===== config.mk =====
export PLATFORM = sky130hd
export DESIGN_NAME = synaptic_current_reader_flat
export DESIGN_NICKNAME = d
export VERILOG_FILES = /design/src/rtl/synaptic_current_reader_if.sv /design/src/rtl/synaptic_current_reader.sv /design/src/flat_wrapper.sv
export SDC_FILE = /design/constraint.sdc
export NUM_CORES = 1
export LEC_CHECK = 0
export CELL_PAD_IN_SITES_DETAIL_PLACEMENT = 1
export CELL_PAD_IN_SITES_GLOBAL_PLACEMENT = 2
export CORE_ASPECT_RATIO = 1.2
export CORE_UTILIZATION = 45
export CTS_BUF_LIST = sky130_fd_sc_hd__clkbuf_2 sky130_fd_sc_hd__clkbuf_4 sky130_fd_sc_hd__clkbuf_8
export CTS_CLUSTER_DIAMETER = 50
export DETAILED_ROUTE_END_ITERATION = 10
export DONT_BUFFER_PORTS = 1
export PLACE_DENSITY_LB_ADDON = 0.1
export SLEW_MARGIN = 10
export SYNTH_ARGS = -nofsm -noshare
export SYNTH_HDL_FRONTEND = slang
export SYNTH_SLANG_ARGS = --single-unit

===== constraint.sdc =====
create_clock -name clk -period 10.25 [get_ports clk]
set_clock_uncertainty 0.15 [all_clocks]
set_input_delay 1.025 -clock clk [delete_from_list [all_inputs] [get_ports clk]]
set_output_delay 1.025 -clock clk [all_outputs]
set_load 0.01 [all_outputs]

===== src/rtl/synaptic_current_reader_if.sv =====
// Bundle between the synaptic current reader and its surroundings.
// The slave modport is the reader; the master modport is the controller, weight store and neuron stage.
interface synaptic_current_reader_if #(
    parameter int N  = 7,
    parameter int W  = 16,
    parameter int AW = $clog2(N)
);
    logic          start;
    logic [N-1:0]  spikes_in;
    logic          busy;
    logic          done;
    logic          rd_en;
    logic [AW-1:0] rd_row;
    logic [AW-1:0] rd_col;
    logic [W-1:0]  rd_data;
    logic          cur_valid;
    logic [AW-1:0] cur_idx;
    logic [W-1:0]  cur_data;

    modport master (
        output start, spikes_in, rd_data,
        input  busy, done, rd_en, rd_row, rd_col, cur_valid, cur_idx, cur_data
    );

    modport slave (
        input  start, spikes_in, rd_data,
        output busy, done, rd_en, rd_row, rd_col, cur_valid, cur_idx, cur_data
    );
endinterface


===== src/rtl/synaptic_current_reader.sv =====
// Scans the NxN Q8.8 weight matrix row-major and emits one saturated
// synaptic current per post-synaptic neuron, summing only spiking off-diagonal inputs.
module synaptic_current_reader #(
    parameter int N  = 7,
    parameter int W  = 16,
    parameter int AW = $clog2(N)
) (
    input logic clk,
    input logic reset_n,
    synaptic_current_reader_if.slave bus
);
    localparam int AccW = W + AW;
    localparam logic [AW-1:0] LastIdx = AW'(N - 1);
    localparam logic signed [AccW-1:0] SatMax = AccW'((64'sd1 <<< (W - 1)) - 64'sd1);
    localparam logic signed [AccW-1:0] SatMin = ~SatMax;

    typedef enum logic [1:0] {IDLE, SCAN, DRAIN} state_t;

    state_t                 r_state;
    logic [N-1:0]           r_spk;
    logic [AW-1:0]          r_row;
    logic [AW-1:0]          r_col;
    logic                   r_rd_en;
    logic                   r_tag_vld;
    logic [AW-1:0]          r_tag_row;
    logic [AW-1:0]          r_tag_col;
    logic signed [AccW-1:0] r_acc;
    logic                   r_busy;
    logic                   r_done;
    logic                   r_cur_valid;
    logic [AW-1:0]          r_cur_idx;
    logic [W-1:0]           r_cur_data;

    logic signed [AccW-1:0] w_ext;
    logic signed [AccW-1:0] w_base;
    logic signed [AccW-1:0] w_sum;
    logic                   w_use;
    logic [W-1:0]           w_sat;

    // Tags travel one cycle behind the address so they line up with rd_data.
    always_comb begin
        w_ext  = AccW'($signed(bus.rd_data));
        w_use  = r_spk[r_tag_col] && (r_tag_col != r_tag_row);
        w_base = (r_tag_col == '0) ? '0 : r_acc;
        w_sum  = w_base + (w_use ? w_ext : '0);
        if (w_sum > SatMax) begin
            w_sat = {1'b0, {(W-1){1'b1}}};
        end else if (w_sum < SatMin) begin
            w_sat = {1'b1, {(W-1){1'b0}}};
        end else begin
            w_sat = w_sum[W-1:0];
        end
    end

    always_ff @(posedge clk or negedge reset_n) begin
        if (!reset_n) begin
            r_state     <= IDLE;
            r_spk       <= '0;
            r_row       <= '0;
            r_col       <= '0;
            r_rd_en     <= 1'b0;
            r_tag_vld   <= 1'b0;
            r_tag_row   <= '0;
            r_tag_col   <= '0;
            r_acc       <= '0;
            r_busy      <= 1'b0;
            r_done      <= 1'b0;
            r_cur_valid <= 1'b0;
            r_cur_idx   <= '0;
            r_cur_data  <= '0;
        end else begin
            r_done      <= 1'b0;
            r_cur_valid <= 1'b0;
            r_tag_vld   <= r_rd_en;
            r_tag_row   <= r_row;
            r_tag_col   <= r_col;

            case (r_state)
                IDLE: begin
                    if (bus.start) begin
                        r_spk   <= bus.spikes_in;
                        r_row   <= '0;
                        r_col   <= '0;
                        r_rd_en <= 1'b1;
                        r_busy  <= 1'b1;
                        r_state <= SCAN;
                    end
                end
                SCAN: begin
                    if (r_col == LastIdx) begin
                        r_col <= '0;
                        if (r_row == LastIdx) begin
                            r_row   <= '0;
                            r_rd_en <= 1'b0;
                            r_state <= DRAIN;
                        end else begin
                            r_row <= r_row + 1'b1;
                        end
                    end else begin
                        r_col <= r_col + 1'b1;
                    end
                end
                DRAIN: begin
                    // r_done marks the cycle the final current is on the bus.
                    if (r_done) begin
                        r_busy  <= 1'b0;
                        r_state <= IDLE;
                    end
                end
                default: r_state <= IDLE;
            endcase

            if (r_tag_vld) begin
                r_acc <= w_sum;
                if (r_tag_col == LastIdx) begin
                    r_cur_valid <= 1'b1;
                    r_cur_idx   <= r_tag_row;
                    r_cur_data  <= w_sat;
                    r_done      <= (r_tag_row == LastIdx);
                end
            end
        end
    end

    assign bus.busy      = r_busy;
    assign bus.done      = r_done;
    assign bus.rd_en     = r_rd_en;
    assign bus.rd_row    = r_row;
    assign bus.rd_col    = r_col;
    assign bus.cur_valid = r_cur_valid;
    assign bus.cur_idx   = r_cur_idx;
    assign bus.cur_data  = r_cur_data;
endmodule


===== src/flat_wrapper.sv =====
// flat-port wrapper written by rule: the top's interface ports become plain ports
module synaptic_current_reader_flat 
#(
    parameter int N  = 7,
    parameter int W  = 16,
    parameter int AW = $clog2(N)
)
  (clk, reset_n, bus_start, bus_spikes_in, bus_rd_data, bus_busy, bus_done, bus_rd_en, bus_rd_row, bus_rd_col, bus_cur_valid, bus_cur_idx, bus_cur_data);
  synaptic_current_reader_if #(.N(N), .W(W), .AW(AW)) bus_i ();
  input logic clk;
  input logic reset_n;
  input wire logic [$bits(bus_i.start)-1:0] bus_start;
  input wire logic [$bits(bus_i.spikes_in)-1:0] bus_spikes_in;
  input wire logic [$bits(bus_i.rd_data)-1:0] bus_rd_data;
  output wire logic [$bits(bus_i.busy)-1:0] bus_busy;
  output wire logic [$bits(bus_i.done)-1:0] bus_done;
  output wire logic [$bits(bus_i.rd_en)-1:0] bus_rd_en;
  output wire logic [$bits(bus_i.rd_row)-1:0] bus_rd_row;
  output wire logic [$bits(bus_i.rd_col)-1:0] bus_rd_col;
  output wire logic [$bits(bus_i.cur_valid)-1:0] bus_cur_valid;
  output wire logic [$bits(bus_i.cur_idx)-1:0] bus_cur_idx;
  output wire logic [$bits(bus_i.cur_data)-1:0] bus_cur_data;
  assign bus_i.start = bus_start;
  assign bus_i.spikes_in = bus_spikes_in;
  assign bus_i.rd_data = bus_rd_data;
  assign bus_busy = bus_i.busy;
  assign bus_done = bus_i.done;
  assign bus_rd_en = bus_i.rd_en;
  assign bus_rd_row = bus_i.rd_row;
  assign bus_rd_col = bus_i.rd_col;
  assign bus_cur_valid = bus_i.cur_valid;
  assign bus_cur_idx = bus_i.cur_idx;
  assign bus_cur_data = bus_i.cur_data;
  synaptic_current_reader #(.N(N), .W(W), .AW(AW)) u_core (.clk(clk), .reset_n(reset_n), .bus(bus_i));
endmodule

# Word level (Yosys, flattened, before mapping)
# Cells that the tools add are included.
[op_classes] n_addsub=3 reduce_logical=12 n_lt_le_gt_ge=3 n_mux=27 n_eq_ne=11
[op_table] cell="$mux W19" count=2
[op_table] cell="$mux W16" count=2
[op_table] cell="$add A19 B19 Y19" count=1
[op_table] cell="$gt A19 B16 Y1 const B" count=1
[op_table] cell="$lt A19 B16 Y1 const B" count=1
[op_table] cell="$eq A3 B3 Y1 const B" count=4
[op_table] cell="$mux W3" count=4
[op_table] cell="$pmux W3 S2" count=2
[op_table] cell="$mux W1" count=9
[op_table] cell="$mux W2" count=4
[op_table] cell="$reduce_and A4 Y1" count=2
[op_table] cell="$add A3 B1 Y3 const B" count=2
[op_table] cell="$ne A2 B1 Y1 const B" count=3
[op_table] cell="$pmux W2 S3" count=1
[op_table] cell="$reduce_and A2 Y1" count=3
[op_table] cell="$reduce_and A3 Y1" count=2
[op_table] cell="$lt A3 B4 Y1 const B" count=1
[op_table] cell="$pmux W1 S2" count=2
[op_table] cell="$reduce_bool A2 Y1" count=2
[op_table] cell="$bmux W1 S3" count=1
[op_table] cell="$logic_not A3 Y1" count=1
[op_table] cell="$ne A3 B3 Y1" count=1
[op_table] cell="$eq A2 B1 Y1 const B" count=1
[op_table] cell="$eq A2 B2 Y1 const B" count=1
[op_table] cell="3 further kinds" count=3
[totals] wordCells=70 ff_bits=64

# Logic depth before layout (Yosys ltp)
[logic_depth] depth_word=8 depth_mapped=17

# Least setup slack after synthesis
# No wires, ideal clock.
[synth_path] kind="register to register" startpoint="register u_core.r_tag_col[1]" endpoint="register u_core.r_cur_data[13] (netlist: u_core.bus.cur_data[13])" path_buffers=3 stages_incl_launch_ff=17 setup_slack_ns=6.027 arrival_time_ns=3.962 path_cell_list="dfrtp_1 buf_4 nand2b_1 mux4_2 a31oi_2 clkbuf_1 and2_1 ha_1 o21a_1 nor2_1 or4b_1 a21oi_2 nor3_1 a311oi_4 a211oi_4 buf_6 a2111oi_2"
[synth_between] elab_chain_len=8
[synth_rtl] element="start: declaration" line_no="synaptic_current_reader.sv:26" rtl="logic [AW-1:0] r_tag_col;"
[synth_rtl] element="start signal: assignment" line_no="synaptic_current_reader.sv:76" rtl="r_tag_col <= r_col;"
[synth_rtl] element="$bmux W1 S3" line_no="synaptic_current_reader.sv:43" rtl="w_use = r_spk[r_tag_col] && (r_tag_col != r_tag_row);"
[synth_rtl] element="$mux W1 (implied by the code)" line_no="synaptic_current_reader.sv:43"
[synth_rtl] element="$logic_and A1 B1 Y1" line_no="synaptic_current_reader.sv:43"
[synth_rtl] element="$mux W19" line_no="synaptic_current_reader.sv:45" rtl="w_sum = w_base + (w_use ? w_ext : '0);"
[synth_rtl] element="$add A19 B19 Y19" line_no="synaptic_current_reader.sv:45"
[synth_rtl] element="$lt A19 B16 Y1" line_no="synaptic_current_reader.sv:48" rtl="end else if (w_sum < SatMin) begin"
[synth_rtl] element="$mux W16" line_no="synaptic_current_reader.sv:48"
[synth_rtl] element="$mux W16" line_no="synaptic_current_reader.sv:46" rtl="if (w_sum > SatMax) begin"
[synth_rtl] element="end signal: assignment" line_no="synaptic_current_reader.sv:118" rtl="r_cur_data <= w_sat;"
[synth_rtl] element="end: declaration" line_no="synaptic_current_reader.sv:32" rtl="logic [W-1:0] r_cur_data;"
# Parallel ways exist; a longest one is shown, timed or not. The select of a mux whose other input is x is not followed.
# A chain may end at the register's enable or synchronous reset.

# Worst setup path after layout
[layout_path] startpoint="register u_core.r_tag_col[1]" endpoint="register u_core.r_cur_data[11] (netlist: u_core.bus.cur_data[11])"
# Same word-level chain as after synthesis.

==> results.json <==
{
  "worst_ep_arrival_time_ns": 5.43,
  "number_of_enable_type_register_cells_in_the_synthesized_netlist": 0,
  "share_of_the_clock_period_used_by_the_worst_path_after_layout": 0.525,
  "p_leak_uw": 0.00188,
  "synth_fp_nets": 444,
  "max_clock_freq_mhz": 186,
  "timing_hold_violations_final": 0,
  "fin_ws_ns": 4.86,
  "post_cts_hold_buffer_count": 0,
  "setup.worst_path.class": "flop to flop",
  "dp.cells": 502,
  "syn_inst": 399,
  "die_h_um": 105,
  "cts-buffers-inserted": 9,
  "h_tree_lvl_count": 3,
  "synth_seq_area_share": 0.399,
  "cts_tree": "yes",
  "synthesis_to_finish_area_growth_pct": 8.16,
  "wire_length_of_the_first_global_routing_pass_um": 16500,
  "netlist_top_cells_area": "sky130_fd_sc_hd__dfrtp_1 40%, sky130_fd_sc_hd__mux2_2 6.4%, sky130_fd_sc_hd__ha_1 5.6%",
  "design.final.nets": 441,
  "cts_setup_buffers": 0,
  "yosys_register_bits": 64,
  "dominantRegCellSynth": "sky130_fd_sc_hd__dfrtp_1",
  "number_of_antenna_violations_at_the_first_check_in_global_routing": 2,
  "route.vias.total": 2986,
  "drt_iter0_markers": 99,
  "post_synth_instance_area_um2": 4020,
  "cp_cell_sequence": "mux2i_1 -> mux4_2 -> a31oi_2 -> nand2_1 -> inv_1 -> ha_1 -> a21oi_2 -> or4b_1 -> o32ai_2 -> xnor2_2 -> a211oi_4 -> nor4_2",
  "critical_path_peak_fanout": 17,
  "critical-path-top-delay-family": "compound AO/OA/AOI/OAI gates",
  "placeableCoreArea_um2": 8610,
  "rsz0062_at_grt": "no",
  "clk_path_buf_depth": 2,
  "synth_cell_types": 56,
  "initial_utilization": 0.466,
  "crit_path_start_kind": "flop",
  "detailedRoute.firstPassIterationCount": 4,
  "p_int_uw": 547,
  "cap_viol_max_count": 0,
  "share_clk_of_total_power": 0.314,
  "hold_path_class": "input pin to asynchronous set/reset pin",
  "timing_max_transition_violations_final": 0,
  "switching_power_uw": 257,
  "placement_rows": 37,
  "chipWidth_um": 88.2,
  "post_synth.cell_area_avg_um2": 10.1,
  "cp_num_cells": 12,
  "synth_top_cell_by_area": "sky130_fd_sc_hd__dfrtp_1",
  "io_buffer_count": 0,
  "final_cell_mix": "64 x sky130_fd_sc_hd__dfrtp_1, 39 x sky130_fd_sc_hd__nor2_1, 32 x sky130_fd_sc_hd__and2_1, 29 x sky130_fd_sc_hd__nand2_1, 23 x sky130_fd_sc_hd__mux2_2",
  "grtUsageTotal": 0.240,
  "power.switching_fraction": 0.319,
  "ioPinCount": 55,
  "postSynth.asyncResetShare": 1.00,
  "worst_setup_path_end_kind": "flop",
  "power_frac_seq": 0.463,
  "grt_overflow_total": 0,
  "slowest_stage": "sky130_fd_sc_hd__a211oi_4",
  "worstPathRequired_ns": 10.29,
  "avgRoutedWirePerCell_um": 19.2,
  "die_area_um2": 9310,
  "post-route-drc-count": 0,
  "routabilityCongestion": 0.822,
  "crit_buf_inv": 1,
  "finalSetupViolations": 0,
  "fillCellCount": 1008,
  "vias_per_cell": 5.74,
  "clk_latency_ns": 0.36,
  "ys_warn_count": 0,
  "finalHoldWorstSlack_ns": 0.215,
  "ctsResizeCount": 0,
  "root_buffer_selected_by_cts": "sky130_fd_sc_hd__clkbuf_8",
  "postRouteWirelength_um": 9980,
  "layout.cells.non_filler": 520,
  "cts.clk_slew.worst_paths_ns": 0.08,
  "outcome": "finished, final reports clean",
  "finalCriticalPeriod_ns": 5.39,
  "ant_nets": 0,
  "crit_path_max_incr_delay_ns": 0.91,
  "worst_margin_slew_ns": 1.05,
  "final.setup.tns_ns": 0,
  "worstRegToRegCells": 12,
  "synth_largest_type_area_fraction": 0.399,
  "cts_sinks": 64,
  "first_global_vias": 3268,
  "final_layout_size_suffix_gt1_frac": 0.172,
  "power.density_cell_area_nw_per_um2": 185,
  "combPwrFrac": 0.223,
  "place_hpwl_um": 7210,
  "pre_cts_worst_setup_slack_ns": 4.85,
  "final_core_utilization": 0.505,
  "final_common_cell": "sky130_fd_sc_hd__dfrtp_1",
  "timing.slew.headroom": 0.298,
  "worst_ir_drop_vdd_uv": 90.3,
  "grt_start_max_net_pins": 65
}
[through the flow]
step           area, µm²  total power [µW]
2_1_floorplan       4020               511
3_5_place_dp        4110               559
6_report            4340               804
5_1_grt             4340               849
4_1_cts             4340               813
3_3_place_gp        4110               551
[worst reg2reg max path, cell delays in order, from the launching register on]
cell	delay [ns]
sky130_fd_sc_hd__dfrtp_1	0.48
sky130_fd_sc_hd__mux2i_1	0.17
sky130_fd_sc_hd__mux4_2	0.48
sky130_fd_sc_hd__a31oi_2	0.63
sky130_fd_sc_hd__nand2_1	0.24
sky130_fd_sc_hd__inv_1	0.19
sky130_fd_sc_hd__ha_1	0.34
sky130_fd_sc_hd__a21oi_2	0.32
sky130_fd_sc_hd__or4b_1	0.50
sky130_fd_sc_hd__o32ai_2	0.34
sky130_fd_sc_hd__xnor2_2	0.34
sky130_fd_sc_hd__a211oi_4	0.91
sky130_fd_sc_hd__nor4_2	0.15
[Yosys cell counts (2+ instances only)]
cell                         n
sky130_fd_sc_hd__a211oi_1   18
sky130_fd_sc_hd__a21oi_2     2
sky130_fd_sc_hd__mux2i_1     4
sky130_fd_sc_hd__a22o_1      2
sky130_fd_sc_hd__nor4_2      5
sky130_fd_sc_hd__and3_1      4
sky130_fd_sc_hd__ha_1       18
sky130_fd_sc_hd__nand4b_1    2
sky130_fd_sc_hd__xnor2_1    15
sky130_fd_sc_hd__o31a_1      2
sky130_fd_sc_hd__nand2_1    29
sky130_fd_sc_hd__clkbuf_1   13
sky130_fd_sc_hd__xor2_1      2
sky130_fd_sc_hd__a2111oi_2  10
sky130_fd_sc_hd__o41ai_1     2
sky130_fd_sc_hd__inv_1      10
sky130_fd_sc_hd__a21oi_1    20
sky130_fd_sc_hd__nor3_1      6
sky130_fd_sc_hd__o21ai_1     2
sky130_fd_sc_hd__nor3b_1     2
sky130_fd_sc_hd__dfrtp_1    64
sky130_fd_sc_hd__or4b_1      2
sky130_fd_sc_hd__o211ai_1    3
sky130_fd_sc_hd__nor4_1      5
sky130_fd_sc_hd__and2_1     32
sky130_fd_sc_hd__o21bai_1    2
sky130_fd_sc_hd__nor2_1     39
sky130_fd_sc_hd__xnor2_2     2
sky130_fd_sc_hd__a21o_1      7
sky130_fd_sc_hd__mux2_2     23
sky130_fd_sc_hd__nand3_1     3
sky130_fd_sc_hd__o21a_1      3
sky130_fd_sc_hd__o21ai_0    16
sky130_fd_sc_hd__nand2b_1    5
sky130_fd_sc_hd__nor2b_1     4
[logic make-up (layout without fill, tap and decap cells)]
family | after synthesis | in the layout | share of synthesized area
XOR/XNOR | 19 | 19 | 0.0452
multiplexers | 28 | 28 | 0.0801
flip-flops | 64 | 64 | 0.399
adder cells (fa/ha/maj) | 19 | 19 | 0.0611
buffers and inverters | 26 | 28 | 0.0271
AND/OR/NAND/NOR | 143 | 143 | 0.191
AO/OA/AOI/OAI | 100 | 100 | 0.197
other | 0 | 2 | 0
[flip-flops by register name (all words and copies together), names as in the netlist, 2 cells and up]
signal / count
u_core.bus.rd_col: 3
u_core.bus.cur_idx: 3
u_core.r_acc: 19
u_core.r_state: 2
u_core.r_tag_col: 3
u_core.bus.cur_data: 16
u_core.bus.rd_row: 3
u_core.r_spk: 7
u_core.r_tag_row: 3
[routing by layer]
metal | share of wire | vias up | routed length (µm) | global-route usage
met5 | 0 | - | 0 | 0
met4 | 0.026 | 0 | 257 | 0.109
met3 | 0.041 | 13 | 405 | 0.0634
met2 | 0.53 | 49 | 5290 | 0.407
met1 | 0.40 | 1473 | 4040 | 0.277
li1 | - | 1451 | - | -
[layout make-up]
| type | count | area, µm² | area share |
|---|---|---|---|
| antenna | 2 | 5.00 | 0.00115 |
| sequential | 64 | 1600 | 0.369 |
| clock buffer | 11 | 145 | 0.0334 |
| tap | 117 | 146 | 0.0337 |
| timing repair buffer | 2 | 15.0 | 0.00346 |
| clock inverter | 5 | 80.1 | 0.0184 |
| multi-input combinational | 309 | 2310 | 0.533 |
| inverter | 10 | 37.5 | 0.00864 |
[power by group through the flow]
stage                     Sequential (µW)  Clock [µW]  Combinational, µW
after global routing                  382         268                199
after detailed placement              379           0                181
after global placement                377           0                174
after CTS                             374         256                182
after floorplan                       360           0                151
final                                 372         252                179
[path summary, 6_finish.rpt]
path | startpoint | to | slack (ns)
worst min-delay path | reset_n | u_core.r_spk[1]$_DFFE_PN0P_ | 0.21
min in group clk | u_core.r_acc[7]$_DFFE_PN0P_ | u_core.r_acc[7]$_DFFE_PN0P_ | 0.35
worst max register to register | u_core.r_tag_col[1]$_DFF_PN0_ | u_core.bus.cur_data[11]$_DFFE_PN0P_ | 4.86
max in group asynchronous | reset_n | u_core.bus.cur_data[0]$_DFFE_PN0P_ | 9.62
worst max-delay path | u_core.r_tag_col[1]$_DFF_PN0_ | u_core.bus.cur_data[11]$_DFFE_PN0P_ | 4.86
worst min register to register | u_core.r_acc[7]$_DFFE_PN0P_ | u_core.r_acc[7]$_DFFE_PN0P_ | 0.35
Note: power is estimated with default switching activity, not from simulation.
